## config.mk

```make
export PLATFORM = sky130hd
export DESIGN_NAME = tt_ctrl_sel_flat
export DESIGN_NICKNAME = d
export VERILOG_FILES = /design/src/rtl/tt_ctrl_sel_if.sv /design/src/rtl/tt_ctrl_sel.sv /design/src/flat_wrapper.sv
export SDC_FILE = /design/constraint.sdc
export NUM_CORES = 1
export LEC_CHECK = 0
export BUFFER_PORTS_ARGS = -buffer_cell sky130_fd_sc_hd__buf_4
export CORE_MARGIN = 2
export CORE_UTILIZATION = 48
export DETAILED_ROUTE_END_ITERATION = 8
export PLACE_DENSITY = 0.65
export SYNTH_ARGS = -nofsm -noshare
export SYNTH_HDL_FRONTEND = slang
export SYNTH_SLANG_ARGS = --single-unit
```

## constraint.sdc

```tcl
create_clock -name clk -period 3.5 [get_ports clk]
set_input_delay 0.525 -clock clk [delete_from_list [all_inputs] [get_ports clk]]
set_output_delay 0.525 -clock clk [all_outputs]
set_load 0.005 [all_outputs]
```

## src/rtl/tt_ctrl_sel_if.sv

```systemverilog
// Pad inputs and spine outputs of the selection front-end.
interface tt_ctrl_sel_if #(
  parameter int ADDR_W = 9
);
  logic              pad_sel_rst_n;
  logic              pad_sel_inc;
  logic              pad_ena;
  logic [ADDR_W-1:0] spine_addr;
  logic              spine_ena;
  logic              sel_busy;
  logic              sel_wrap;

  // Pad driver side (board / testbench).
  modport master (
    output pad_sel_rst_n, pad_sel_inc, pad_ena,
    input  spine_addr, spine_ena, sel_busy, sel_wrap
  );

  // Selection logic side.
  modport slave (
    input  pad_sel_rst_n, pad_sel_inc, pad_ena,
    output spine_addr, spine_ena, sel_busy, sel_wrap
  );
endinterface

```

## src/rtl/tt_ctrl_sel.sv

```systemverilog
// Selection front-end: synchronizes the control pads, counts sel_inc edges
// into a {branch, um} address and only enables the spine once the address
// has been stable for a settle window.
module tt_ctrl_sel #(
  parameter int N_BRANCH    = 24,
  parameter int N_UM        = 16,
  parameter int SYNC_STAGES = 2,
  parameter int SETTLE      = 4
) (
  input  logic          clk,
  input  logic          rst_n,
  tt_ctrl_sel_if.slave  sif
);
  localparam int BR_W = $clog2(N_BRANCH);
  localparam int UM_W = $clog2(N_UM);
  localparam int AW   = BR_W + UM_W;
  localparam int CW   = $clog2(SETTLE) + 1;
  localparam logic [CW-1:0]   CNT_LAST = CW'(SETTLE - 1);
  localparam logic [BR_W-1:0] BR_LAST  = BR_W'(N_BRANCH - 1);
  localparam logic [UM_W-1:0] UM_LAST  = UM_W'(N_UM - 1);

  typedef enum logic [1:0] {IDLE, SETTLE_ST, ACTIVE} state_t;

  logic [SYNC_STAGES-1:0] rst_sync_q, rst_sync_d;
  logic [SYNC_STAGES-1:0] inc_sync_q, inc_sync_d;
  logic [SYNC_STAGES-1:0] ena_sync_q, ena_sync_d;
  logic                   inc_dly_q, inc_dly_d;
  logic [AW-1:0]          addr_q, addr_d;
  logic [AW-1:0]          spine_addr_q, spine_addr_d;
  logic                   spine_ena_q, spine_ena_d;
  logic                   sel_busy_q, sel_busy_d;
  logic                   sel_wrap_q, sel_wrap_d;
  logic [CW-1:0]          cnt_q, cnt_d;
  state_t                 state_q, state_d;

  logic sel_rst_lo, inc_edge, sync_ena, ev, pend;
  logic [BR_W-1:0] br;
  logic [UM_W-1:0] um;

  assign sel_rst_lo = ~rst_sync_q[SYNC_STAGES-1];
  assign inc_edge   = inc_sync_q[SYNC_STAGES-1] & ~inc_dly_q;
  assign sync_ena   = ena_sync_q[SYNC_STAGES-1];
  // Any event that disturbs the address restarts the settle window.
  assign ev         = sel_rst_lo | inc_edge;
  // Spine address still catching up with the counter after leaving ACTIVE.
  assign pend       = (spine_addr_q != addr_q);
  assign br         = addr_q[AW-1:UM_W];
  assign um         = addr_q[UM_W-1:0];

  // Pad synchronizer shift chains and the inc edge-detect delay flop.
  always_comb begin
    rst_sync_d = {rst_sync_q[SYNC_STAGES-2:0], sif.pad_sel_rst_n};
    inc_sync_d = {inc_sync_q[SYNC_STAGES-2:0], sif.pad_sel_inc};
    ena_sync_d = {ena_sync_q[SYNC_STAGES-2:0], sif.pad_ena};
    inc_dly_d  = inc_sync_q[SYNC_STAGES-1];
  end

  // Address counter: um first, then branch; sel_rst wins over inc.
  always_comb begin
    addr_d     = addr_q;
    sel_wrap_d = 1'b0;
    if (sel_rst_lo) begin
      addr_d = '0;
    end else if (inc_edge) begin
      if (um == UM_LAST) begin
        if (br == BR_LAST) begin
          addr_d     = '0;
          sel_wrap_d = 1'b1;
        end else begin
          addr_d = {br + BR_W'(1), {UM_W{1'b0}}};
        end
      end else begin
        addr_d = {br, um + UM_W'(1)};
      end
    end
  end

  // Next state.
  always_comb begin
    state_d = state_q;
    unique case (state_q)
      IDLE:      if (ev) state_d = SETTLE_ST;
                 else if (sync_ena) state_d = ACTIVE;
      SETTLE_ST: if (!ev && !pend && cnt_q == CNT_LAST)
                   state_d = sync_ena ? ACTIVE : IDLE;
      ACTIVE:    if (ev) state_d = SETTLE_ST;
                 else if (!sync_ena) state_d = IDLE;
      default:   state_d = IDLE;
    endcase
  end

  // Registered outputs and settle counter; spine address is frozen in ACTIVE
  // so it only moves once spine_ena has already dropped.
  always_comb begin
    spine_ena_d  = (state_d == ACTIVE);
    sel_busy_d   = (state_d == SETTLE_ST);
    spine_addr_d = (state_q == ACTIVE) ? spine_addr_q : addr_d;
    cnt_d        = '0;
    if (state_q == SETTLE_ST && !ev && !pend) cnt_d = cnt_q + CW'(1);
  end

  // State register.
  always_ff @(posedge clk) begin
    if (!rst_n) begin
      rst_sync_q   <= '1;
      inc_sync_q   <= '0;
      ena_sync_q   <= '0;
      inc_dly_q    <= 1'b0;
      addr_q       <= '0;
      spine_addr_q <= '0;
      spine_ena_q  <= 1'b0;
      sel_busy_q   <= 1'b0;
      sel_wrap_q   <= 1'b0;
      cnt_q        <= '0;
      state_q      <= IDLE;
    end else begin
      rst_sync_q   <= rst_sync_d;
      inc_sync_q   <= inc_sync_d;
      ena_sync_q   <= ena_sync_d;
      inc_dly_q    <= inc_dly_d;
      addr_q       <= addr_d;
      spine_addr_q <= spine_addr_d;
      spine_ena_q  <= spine_ena_d;
      sel_busy_q   <= sel_busy_d;
      sel_wrap_q   <= sel_wrap_d;
      cnt_q        <= cnt_d;
      state_q      <= state_d;
    end
  end

  assign sif.spine_addr = spine_addr_q;
  assign sif.spine_ena  = spine_ena_q;
  assign sif.sel_busy   = sel_busy_q;
  assign sif.sel_wrap   = sel_wrap_q;
endmodule
```

## src/flat_wrapper.sv

```systemverilog
// flat-port wrapper written by rule: the top's interface ports become plain ports
module tt_ctrl_sel_flat 
#(
  parameter int N_BRANCH    = 24,
  parameter int N_UM        = 16,
  parameter int SYNC_STAGES = 2,
  parameter int SETTLE      = 4
)
  (clk, rst_n, sif_pad_sel_rst_n, sif_pad_sel_inc, sif_pad_ena, sif_spine_addr, sif_spine_ena, sif_sel_busy, sif_sel_wrap);
  tt_ctrl_sel_if sif_i ();
  input  logic clk;
  input  logic rst_n;
  input wire logic [$bits(sif_i.pad_sel_rst_n)-1:0] sif_pad_sel_rst_n;
  input wire logic [$bits(sif_i.pad_sel_inc)-1:0] sif_pad_sel_inc;
  input wire logic [$bits(sif_i.pad_ena)-1:0] sif_pad_ena;
  output wire logic [$bits(sif_i.spine_addr)-1:0] sif_spine_addr;
  output wire logic [$bits(sif_i.spine_ena)-1:0] sif_spine_ena;
  output wire logic [$bits(sif_i.sel_busy)-1:0] sif_sel_busy;
  output wire logic [$bits(sif_i.sel_wrap)-1:0] sif_sel_wrap;
  assign sif_i.pad_sel_rst_n = sif_pad_sel_rst_n;
  assign sif_i.pad_sel_inc = sif_pad_sel_inc;
  assign sif_i.pad_ena = sif_pad_ena;
  assign sif_spine_addr = sif_i.spine_addr;
  assign sif_spine_ena = sif_i.spine_ena;
  assign sif_sel_busy = sif_i.sel_busy;
  assign sif_sel_wrap = sif_i.sel_wrap;
  tt_ctrl_sel #(.N_BRANCH(N_BRANCH), .N_UM(N_UM), .SYNC_STAGES(SYNC_STAGES), .SETTLE(SETTLE)) u_core (.clk(clk), .rst_n(rst_n), .sif(sif_i));
endmodule
```

Word-level counts from Yosys, hierarchy flattened
Cells that the tools add are included.
{ "word_totals": {"register_bits": 33, "latchBits": 0, "ramBits": 0, "rom_bits": 0, "input_bits": 5, "out_inout_bits": 12, "elab_cells": 47, "n_memories": 0} }
{ "op_classes": {"n_addsub": 3, "n_mul": 0, "div_mod_pow": 0, "n_lt_le_gt_ge": 0, "n_eq_ne": 8, "shifts": 0, "mux": 12, "bitwise_logic": 4, "n_reduce_logical": 9} }
{ "op_table": {"columns": ["op", "count"], "rows": [
  ["$mux W9", 4],
  ["$mux W2", 6],
  ["$ne A9 B9 Y1", 1],
  ["$pmux W2 S3", 1],
  ["$add A5 B1 Y5 const B", 1],
  ["$eq A5 B5 Y1 const B", 1],
  ["$add A4 B1 Y4 const B", 1],
  ["$eq A2 B1 Y1 const B", 2],
  ["$eq A2 B2 Y1 const B", 2],
  ["$eq A4 B4 Y1 const B", 1],
  ["$logic_and A1 B1 Y1", 4],
  ["$reduce_and A4 Y1", 1],
  ["$add A3 B1 Y3 const B", 1],
  ["$eq A3 B2 Y1 const B", 1],
  ["$logic_not A1 Y1", 2],
  ["$logic_not A2 Y1", 1],
  ["$not A1 Y1", 2],
  ["$reduce_and A2 Y1", 1],
  ["$and A1 B1 Y1", 1],
  ["$mux W1", 1],
  ["$or A1 B1 Y1", 1]
]} }

Depth between registers and ports, before layout
{ "depth": {"word_depth": 9, "mapped_depth": 6, "ltp_nobuf": 5} }

Worst setup path before layout
Ideal clock, no wire load.
{ "synth_timing": {"kind": "reg-to-reg", "from": "reg u_core.addr_q[0]", "to": "reg u_core.spine_addr_q[0], in the netlist u_core.sif.spine_addr[0]", "setup_time_ns": 0.076, "arrival_time_ns": 1.315, "required_ns": 3.424, "slack_ns": 2.110, "path_stages_with_launch": 7, "n_path_buf": 1, "period_less_slack_ns": 1.390, "path_cell_list": "dfxtp_1 > ha_1 > and3_1 > buf_2 > nor3_1 > o211ai_1 > a21boi_0"} }
{ "synth_between": {"elab_chain_cells": 4, "word_cells_on_any_way": 5, "classes_between": "add/sub: 1; eq/ne: 1; mux: 3"} }
{ "synth_rtl": {"columns": ["element", "line", "source"], "rows": [
  ["start: declaration", "tt_ctrl_sel.sv:28", "logic [AW-1:0] addr_q, addr_d;"],
  ["start signal: assignment", "tt_ctrl_sel.sv:121", "addr_q <= addr_d;"],
  ["$add A4 B1 Y4 / $eq A4 B4 Y1 (equally long branches)", "tt_ctrl_sel.sv:73, tt_ctrl_sel.sv:65", null],
  ["$mux W9", "tt_ctrl_sel.sv:65", "if (um == UM_LAST) begin"],
  ["$mux W9 *", "tt_ctrl_sel.sv:64", "end else if (inc_edge) begin"],
  ["$mux W9 *", "tt_ctrl_sel.sv:62", "if (sel_rst_lo) begin"],
  ["end signal: assignment", "tt_ctrl_sel.sv:122", "spine_addr_q <= spine_addr_d;"],
  ["end: declaration", "tt_ctrl_sel.sv:29", "logic [AW-1:0] spine_addr_q, spine_addr_d;"]
]} }
Every way passes the cells marked *; elsewhere a longest branch is shown, timed or not.
A chain may end at the register's enable or synchronous reset.

Final worst setup path
{ "layout_timing": {"from": "reg u_core.addr_q[0]", "to": "reg u_core.spine_addr_q[7], in the netlist u_core.sif.spine_addr[7]"} }
{ "layout_between": {"elab_chain_cells": 4} }
{ "layout_rtl": {"columns": ["element", "line"], "rows": [
  ["$eq A4 B4 Y1", "tt_ctrl_sel.sv:65"],
  ["$mux W9", "tt_ctrl_sel.sv:65"],
  ["$mux W9", "tt_ctrl_sel.sv:64"],
  ["$mux W9", "tt_ctrl_sel.sv:62"]
]} }
No other way between the ends.

==> impl_summary.md <==
STA
The number of hold violations in the final report is 0. Setup slack on the critical path of the routed design comes to just under 2000 ps. In this run the tightest slew margin relative to its limit is 0.7088. For the pin with the worst max-slew slack, the measured transition is between 400 and 500 ps. The final-report max-slew violation count was 0. Setup violations remaining at the end of the flow were counted as 0.

The minimum clock period is roughly 1500 ps. Static timing analysis puts the maximum clock frequency at approximately 650 MHz. For the final database, setup skew stands at 10.57 ps. In the final timing run, aggregate negative setup slack is 0 ps. Setup repair after global routing left no endpoint under its margin. The part of the cycle the worst path needs is 0.4426.

Die
The initial core utilization is 0.5079. The overall die area is 3393 µm². The die is a little under 60 µm wide. The floorplan step set the die height to around 58 µm. The site row count is 19.

Pin placement for this block handled 17 I/O pins. The area inside the core boundary is around 2800 µm².

Critical path
The worst setup path is launched from a flop. The number of cell instances on the worst register-to-register path is 5. For the worst setup path, the data arrival time is between 1500 and 2000 ps. In this run the critical register-to-register path is launched from u_core.addr_q[0]. The critical path runs through a total of 5 cells. The critical path goes through ha_1 > nand3_1 > nor3_1 > mux2i_1 > o22ai_1. The slowest stage cell on the critical path is dfxtp_1. The data required time at the worst endpoint is around 3700 ps. The source of the critical timing path is u_core.addr_q[0]. For flop-to-flop paths, the worst setup slack is between 1500 and 2000 ps. The worst setup path is of the flop to flop kind. The top cell family by delay on the critical path is simple AND/OR/NAND/NOR gates. Counting both buffers and inverters, the worst setup path holds a total of 0. In this run the worst setup path terminates at u_core.sif.spine_addr[7]. The maximum fanout encountered on the critical timing path is 5. The stage delay of the slowest cell on the critical path is between 400 and 500 ps. The destination of the worst register-to-register timing path is u_core.sif.spine_addr[7]. The element type at the critical path end is a flop.

Synthesis
The mean instance size in the synthesized netlist is between 9 and 10 µm². The distinct cell type count of the synthesized netlist is 37. The number of synthesized flops with an enable pin is 0. In the synthesized netlist the async set-or-reset flop fraction comes to 0. The number of warnings issued by yosys is 0.

The post-synthesis net count is between 150 and 200. The summed instance area of the synthesized netlist is approximately 1400 µm². The most used flip-flop cell after synthesis is dfxtp_1.

After synthesis the netlist holds a flip-flop and latch count of 33. Synthesis handed over a netlist of ~150 instances. The sequential fraction of the synthesis area is 0.4677.

Detailed routing
The final routed DRC violation total is 0. The first TritonRoute pass finished after 4 iterations. For this block, the routed nets add up to ~2600 µm of wire. The number of nets with antenna violations after routing is 0.

After detailed routing, the average wire length per cell comes to approximately 13 µm. After detailed routing, the number of vias per cell comes to about 5.5. For this block, the initial DRC count from the detailed router was 30. The routed layout has about 1100 vias.

GRT
Across every metal layer, demand over resource in global routing totals 0.1848. The number of global-route vias before repair is ~1100. The first global-routing pass estimated 4643 µm of wire.

The maximum number of pins on one net before global-route repair is 29. The final global-route overflow total is 0. The initial antenna violation count is 0.

Run
The tool flagged a number of max-cap violations equal to 0.

CTS
The hold-fix buffer count after cts is 0. Once the clock tree was built, the resizer swapped 0 gates to a different size. TritonCTS built the clock tree. In this run the number of H-tree levels came out at 2. The clock network latency to the later pin of the worst-skew pair is approximately 350 ps. The buffer levels on the longest clock path is 2. The number of buffers created by CTS is 5.

The number of clock sinks is 33. Buffers added to address setup during post-CTS repair amount to 0. The clock slew at the register clock pins of the worst setup and hold paths is 100 ps. In this run the clock root is driven by a clkbuf_4.

Placement
The number of placed instances with taps included is 189. The routability congestion estimate is 0.8454. The count of buffers added on input and output ports is 16. The pre-CTS setup slack is slightly above 2000 ps. After legalization and detailed placement, the total HPWL measured between 1500 and 2000 µm.

Layout
After the last flow step, the layout net total stands at 174. The non-filler instance count after layout is around 200. In the layout the commonest cells are 33 x dfxtp_1, 16 x buf_4, 14 x nand2_1.

The fraction of final layout cells sized beyond drive strength 1 is 0.1687. The number of diodes is 0. The most frequent standard cell in the layout excluding fill and tap cells is dfxtp_1. The area growth from synthesis to layout is 15.15%.

Status
The flow ran to the end, and the final reports show no timing, DRC or antenna violations.

Power
The power density over the cells is ~450 nW/µm². The largest vdd supply drop is about 0.38 mV. The total leakage power is 0.0007220 µW.

Min path
The class of the most critical hold timing path is input port to flop.
==> per-stage QoR <==
| step | cell area, µm² | power, µW | utilization | hold slack, ps |
|---|---|---|---|---|
| floorplan | 1413 | 423.0 | - | 386.3 |
| global placement | 1541 | 434.2 | 0.5542 | 393.1 |
| detailed placement | 1541 | 435.3 | 0.5542 | 396.1 |
| CTS | 1627 | 727.6 | 0.5848 | 358.9 |
| global route | 1627 | 750.2 | 0.5848 | 364.8 |
| finish | 1627 | 726.5 | 0.5848 | 356.3 |
==> Yosys cell counts, drive strengths merged, types with 2 or more instances <==
| cell type | n | share of area |
|---|---|---|
| nand2b | 4 | 0.018 |
| a21boi | 6 | 0.032 |
| nand4 | 3 | 0.018 |
| and2 | 6 | 0.027 |
| and3 | 4 | 0.018 |
| ha | 4 | 0.035 |
| and2b | 2 | 0.011 |
| nor2 | 12 | 0.032 |
| mux2i | 2 | 0.014 |
| inv | 2 | 0.0053 |
| o32ai | 2 | 0.012 |
| nand2 | 14 | 0.037 |
| dfxtp | 33 | 0.47 |
| o22ai | 4 | 0.018 |
| nor3 | 3 | 0.011 |
| buf | 3 | 0.011 |
| a32o | 2 | 0.016 |
| xor2 | 9 | 0.056 |
| o21ai | 2 | 0.0071 |
| nand3 | 10 | 0.035 |
| clkbuf | 4 | 0.011 |
| nor4 | 2 | 0.019 |
| nor2b | 3 | 0.013 |
| xnor2 | 2 | 0.012 |
==> worst min path at each step <==
stage,from,end,slack (ps),cells past startpoint
after CTS,sif_pad_sel_rst_n,u_core.rst_sync_q[0],360,2
after global placement,u_core.rst_sync_q[0],u_core.rst_sync_q[1],390,1
final,sif_pad_sel_rst_n,u_core.rst_sync_q[0],360,2
after detailed placement,u_core.rst_sync_q[0],u_core.rst_sync_q[1],400,1
after global routing,sif_pad_sel_rst_n,u_core.rst_sync_q[0],360,2
after floorplan,u_core.rst_sync_q[0],u_core.rst_sync_q[1],390,1
==> flip-flops by register name, indices dropped and copies added (netlist names), 2 cells and up <==
name,cells
u_core.state_q,2
u_core.inc_sync_q,2
u_core.rst_sync_q,2
u_core.addr_q,9
u_core.ena_sync_q,2
u_core.sif.spine_addr,9
u_core.cnt_q,3
==> cell families (layout without fill, tap and decap cells) <==
| group | after synthesis | after routing | share of synthesized area |
|---|---|---|---|
| compound gates | 22 | 22 | 0.1169 |
| xor+xnor | 11 | 11 | 0.06821 |
| fa+ha+maj | 4 | 4 | 0.03543 |
| buf+inv | 9 | 26 | 0.02657 |
| flops | 33 | 33 | 0.4677 |
| mux | 3 | 3 | 0.02214 |
| simple gates | 67 | 67 | 0.2631 |
==> cell type report <==
type / count / area [µm²]
clock inverter: 1 / 30.03
fill: 240 / 1155
multi-input combinational: 107 / 714.4
clock buffer: 7 / 55.05
sequential: 33 / 660.6
inverter: 2 / 7.507
timing repair buffer: 16 / 120.1
tap: 31 / 38.79
==> per-layer routing <==
layer	GRT usage	wire [µm]	up-vias
met1	0.2364	1318	501
met3	0.04688	103	8
met2	0.2744	1111	21
li1	-	-	549
met5	0	0	-
met4	0.1229	72	0
==> power breakdown <==
part | switching (µW) | leakage (µW) | internal (µW)
Sequential | 6.21 | 0.000268 | 384
Combinational | 19.4 | 0.000409 | 17.3
Clock | 130 | 0.0000455 | 171
Total | 155 | 0.000722 | 571
==> worst reg2reg max path: stages, from the launching register on <==
cell     delay, ps
dfxtp_1        410
ha_1           220
nand3_1        130
nor3_1         280
mux2i_1        270
o22ai_1        110
(Power assumes the default switching activity.)
